File: src/rtl/serial_tx_arbiter.sv
// Two-requester round-robin arbiter feeding a 16-bit MSB-first serializer.
// Each accepted word becomes one frame, followed by GAP idle bit-times.
module serial_tx_arbiter #(
  parameter int GAP = 1
) (
  input  logic        clk,
  input  logic        rst_n,
  input  logic        req0,
  input  logic [15:0] din0,
  input  logic        req1,
  input  logic [15:0] din1,
  output logic        ack0,
  output logic        ack1,
  output logic        sd,
  output logic        frame,
  output logic        grant_id,
  output logic        done,
  output logic        busy
);

  localparam logic [1:0] S_IDLE  = 2'd0;
  localparam logic [1:0] S_SHIFT = 2'd1;
  localparam logic [1:0] S_GAP   = 2'd2;

  localparam int GAP_M1 = (GAP > 0) ? GAP - 1 : 0;

  logic [1:0]  state_q, state_d;
  logic [15:0] shreg_q, shreg_d;
  logic [3:0]  cnt_q, cnt_d;
  logic [3:0]  gap_q, gap_d;
  logic        last_q, last_d;
  logic        grant_q, grant_d;
  logic        ack0_q, ack0_d;
  logic        ack1_q, ack1_d;
  logic        frame_q, frame_d;
  logic        done_q, done_d;
  logic        busy_q, busy_d;
  logic        win;

  // Handshake: reqN is a level held until the one-cycle ackN pulse; it is only
  // looked at while IDLE, and dinN is captured on that same accept edge.
  always_comb begin
    state_d = state_q;
    shreg_d = shreg_q;
    cnt_d   = cnt_q;
    gap_d   = gap_q;
    last_d  = last_q;
    grant_d = grant_q;
    ack0_d  = 1'b0;
    ack1_d  = 1'b0;
    win     = 1'b0;
    case (state_q)
      S_IDLE: begin
        if (req0 | req1) begin
          // Contention goes to whoever was not served last.
          win     = (req0 & req1) ? ~last_q : req1;
          shreg_d = win ? din1 : din0;
          cnt_d   = 4'd0;
          state_d = S_SHIFT;
          last_d  = win;
          grant_d = win;
          ack0_d  = ~win;
          ack1_d  = win;
        end
      end
      S_SHIFT: begin
        shreg_d = {shreg_q[14:0], 1'b0};
        cnt_d   = cnt_q + 4'd1;
        if (cnt_q == 4'd15) begin
          if (GAP > 0) begin
            state_d = S_GAP;
            gap_d   = 4'(GAP_M1);
          end else begin
            state_d = S_IDLE;
          end
        end
      end
      S_GAP: begin
        if (gap_q == 4'd0) state_d = S_IDLE;
        else gap_d = gap_q - 4'd1;
      end
      default: state_d = S_IDLE;
    endcase
    frame_d = (state_d == S_SHIFT);
    done_d  = (state_d == S_SHIFT) && (cnt_d == 4'd15);
    busy_d  = (state_d != S_IDLE);
  end

  always_ff @(posedge clk or negedge rst_n) begin
    if (!rst_n) begin
      state_q <= S_IDLE;
      shreg_q <= 16'd0;
      cnt_q   <= 4'd0;
      gap_q   <= 4'd0;
      last_q  <= 1'b1;
      grant_q <= 1'b0;
      ack0_q  <= 1'b0;
      ack1_q  <= 1'b0;
      frame_q <= 1'b0;
      done_q  <= 1'b0;
      busy_q  <= 1'b0;
    end else begin
      state_q <= state_d;
      shreg_q <= shreg_d;
      cnt_q   <= cnt_d;
      gap_q   <= gap_d;
      last_q  <= last_d;
      grant_q <= grant_d;
      ack0_q  <= ack0_d;
      ack1_q  <= ack1_d;
      frame_q <= frame_d;
      done_q  <= done_d;
      busy_q  <= busy_d;
    end
  end

  // The register drains to zero over the frame, so bit 15 is already 0 in GAP/IDLE.
  assign sd       = shreg_q[15];
  assign ack0     = ack0_q;
  assign ack1     = ack1_q;
  assign frame    = frame_q;
  assign grant_id = grant_q;
  assign done     = done_q;
  assign busy     = busy_q;

endmodule

File: config.mk
export PLATFORM = sky130hd
export DESIGN_NAME = serial_tx_arbiter
export DESIGN_NICKNAME = d
export VERILOG_FILES = /design/src/rtl/serial_tx_arbiter.sv
export SDC_FILE = /design/constraint.sdc
export NUM_CORES = 1
export LEC_CHECK = 0
export ABC_AREA = 1
export BUFFER_PORTS_ARGS = -buffer_cell sky130_fd_sc_hd__clkbuf_2
export CORE_ASPECT_RATIO = 0.9
export CORE_MARGIN = 2
export CORE_UTILIZATION = 47
export DETAILED_ROUTE_END_ITERATION = 6
export GPL_TIMING_DRIVEN = 1
export PLACE_DENSITY_LB_ADDON = 0.12
export SLEW_MARGIN = 5
export SYNTH_ARGS = -nofsm -noshare
export SYNTH_HDL_FRONTEND = slang
export SYNTH_SLANG_ARGS = --single-unit
File: constraint.sdc
create_clock -name clk -period 1.5 [get_ports clk]
set_clock_uncertainty 0.2 [all_clocks]
set_input_delay 0.15 -clock clk [delete_from_list [all_inputs] [get_ports clk]]
set_output_delay 0.15 -clock clk [all_outputs]
set_load 0.005 [all_outputs]
==> impl_metrics.yaml <==
status:
  status: "finished, violations left"
  violations: "hold timing, setup timing"
layout:
  layout_common_cells: "nand2_1, clkbuf_2, nand3_1, dfrtp_1, buf_4"
  multi_input_area_um2: 791
  nFillCells: 253
  areaGrowthSynthToFinish_pct: 43.3
  final_common_cell: "nand2_1"
  area.sequential_um2: 830
  fin_util: 0.706
  final_nets: 314
  insertedDiodeCount: 0
  final_cells: 321
  drive_above_1_share: 0.394
sta:
  tightest_slew_ns: 0.388
  layout_min_cycle_time_ns: 1.55
  post-route-period-util: 1.03
  hold_viol: 1
  setup_viol: 10
  relSlewSlack: 0.741
  slew_violations: 0
  timing.fmax_mhz: 645
  fin_ws_ns: -0.0494
  rsz0062_at_grt: "yes"
  whs_ns: -0.00945
setup_path:
  end_kind: "flop"
  cp.arrival_ns: 1.50
  startpoint_type: "flop"
  crit_type: "reg2reg"
  path_max_fanout: 6
  required_ns: 1.46
die:
  die_area_mm2: 0.00406
  core_region_area_mm2: 0.00340
  pin_count: 43
  start_util: 0.492
  die_h_um: 60.6
  die_w_um: 66.9
  rows: 20
global_route:
  grt_usage: 0.212
  grt_max_degree: 20
  antenna_found_initial: 0
  grt_pass1_vias: 1479
  grt-ovfl-total: 0
  grt_pass1_wl_um: 6380
route:
  drcViolationCount: 0
  viasPerCell: 4.95
  drtIter0Drc: 96
  routedWlPerCell_um: 12.2
  final_antenna_net_count: 0
  vias: 1588
  firstDrtPassIters: 4
  wl_um: 3910
synthesis:
  seq_area_frac_synth: 0.494
  synthArstFlopShare: 1.00
  synthFlopType: "dfrtp_1"
  synth_warnings: 0
  synthesis.area_mm2: 0.00168
  synth_mux_area_frac: 0
  synthAdderAreaFrac: 0.0149
  yosys.area_share.simple: 0.322
  synth-seq-cells: 33
  synth_edf_count: 0
  synth_cell_types: 26
  postSynthCellCount: 199
  avgSynthCellArea_um2: 8.42
  synth_top_family_by_area: "simple AND/OR/NAND/NOR gates"
  synth-xor-area-share: 0.0105
  synth_fp_nets: 237
  synth_compound_area_frac: 0.0956
clocking:
  clkTransAtPathRegs_ns: 0.07
  clock_latency_ns: 0.27
  clockBufferDepth: 2
  htree_levels: 2
  cts_tree: "built"
  numCtsBuffers: 5
  cts.sinks: 33
  root_buffer: "clkbuf_8"
power_and_ir_drop:
  power_leakage_uw: 0.00118
  clkPwrFrac: 0.220
  ir_worst_vdd_v: 0.000748
  combPwrFrac: 0.403
  p_sw_uw: 1350
  swShare: 0.349
  p_per_area_mw_per_mm2: 1610
  seq_power_share: 0.377
  intPower_uw: 2510
placement:
  dp_hpwl_um: 2540
  dp.cells: 292
  dpl_worst_slack_ns: -0.0541
  port_buffers: 42
  routabilityCongestion: 0.848
job:
  drv_cap: 0
worst_hold_path:
  hold_class: "in2reg"
==> power by group through the flow <==
stage               Clock [uW]  Combinational (uW)  Sequential (uW)
CTS                        868                1450             1440
detailed placement           0                1360             1460
finish                     848                1560             1450
floorplan                    0                 915             1430
global route               910                1760             1490
global placement             0                1360             1450
==> synth_stat cells (2+ instances only) <==
cell       n  share of area
nand3_1   34           0.10
buf_2      4          0.012
nor2_1     7          0.016
ha_1       2          0.015
inv_1     13          0.029
nand2_1   57           0.13
nand2_2    5          0.019
dfrtp_1   32           0.48
o211ai_1  15          0.067
or2_2     10          0.037
o21ai_0    5          0.015
==> repair_timing <==
item | in CTS | in global routing
pin swaps | 1 | 12
endpoints found under the hold margin | 43 | 0
setup endpoints to repair | 4 | 20
cloned | 0 | 1
gates resized for setup | 2 | 24
hold buffers | 12 | 0
buffers inserted | 3 | 5
==> metal layers <==
metal / part of all wire / track usage / vias to the layer above
met4: 0.014 / 0.0758 / 0
met1: 0.47 / 0.281 / 707
met2: 0.45 / 0.351 / 58
met5: 0 / 0 / -
met3: 0.067 / 0.0427 / 6
li1: - / - / 817
==> final cells by class <==
type / count / share of cell area
flip-flops and latches: 33 / 0.345
multi-input cells: 144 / 0.329
repair buffers: 76 / 0.222
clock buffers: 7 / 0.0360
inverters: 15 / 0.0287
well taps: 44 / 0.0229
clock inverters: 1 / 0.0125
repair inverters: 1 / 0.00313
==> registers in the layout, indices dropped and copies added, names as in the netlist <==
name and flops:
cnt_q 4, ack1 1, gap_q 4, frame 1, busy 1, ack0 1
grant_id 1, done 1, last_q 1, state_q 2, shreg_q 16
==> worst max-delay path, cell delays in order, from the launching register on <==
cell and delay [ns]:
dfstp_2 0.54, nand2_2 0.07, nand2_4 0.08, clkinvlp_4 0.11
buf_4 0.17, o211ai_1 0.17, nand3_1 0.08
==> metrics by stage <==
step	cell area [um2]	total power (uW)	hold WS, ns	TNS [ns]
5_1_grt	2400	4160	0.0155	-1.44
3_5_place_dp	2030	2820	-0.106	-0.135
3_3_place_gp	2030	2820	-0.105	-0.00930
2_1_floorplan	1680	2350	-0.346	0
6_report	2400	3860	-0.00945	-0.288
4_1_cts	2290	3750	0.00874	-0.00663
==> logic make-up (layout without fill, tap and decap cells) <==
| logic type | after synthesis | after routing |
|---|---|---|
| and+or+nand+nor | 117 | 117 |
| adders and majority gates | 2 | 2 |
| DFF | 33 | 33 |
| AOI/OAI and AO/OA | 23 | 23 |
| xor gates and xnor gates | 2 | 2 |
| buffers and inverters | 22 | 100 |
==> path summary, 6_finish.rpt <==
path	startpoint	to	slack, ns	cells after the start
max	last_q	shreg_q[9]	-0.05	6
min	din0[0]	shreg_q[0]	-0.009	3
max reg2reg	last_q	shreg_q[9]	-0.05	6
min reg2reg	last_q	last_q	0.28	2
max in group asynchronous	rst_n	last_q	0.46	3
min in group asynchronous	rst_n	cnt_q[3]	0.13	2
Power figures use the tool's default switching activity.
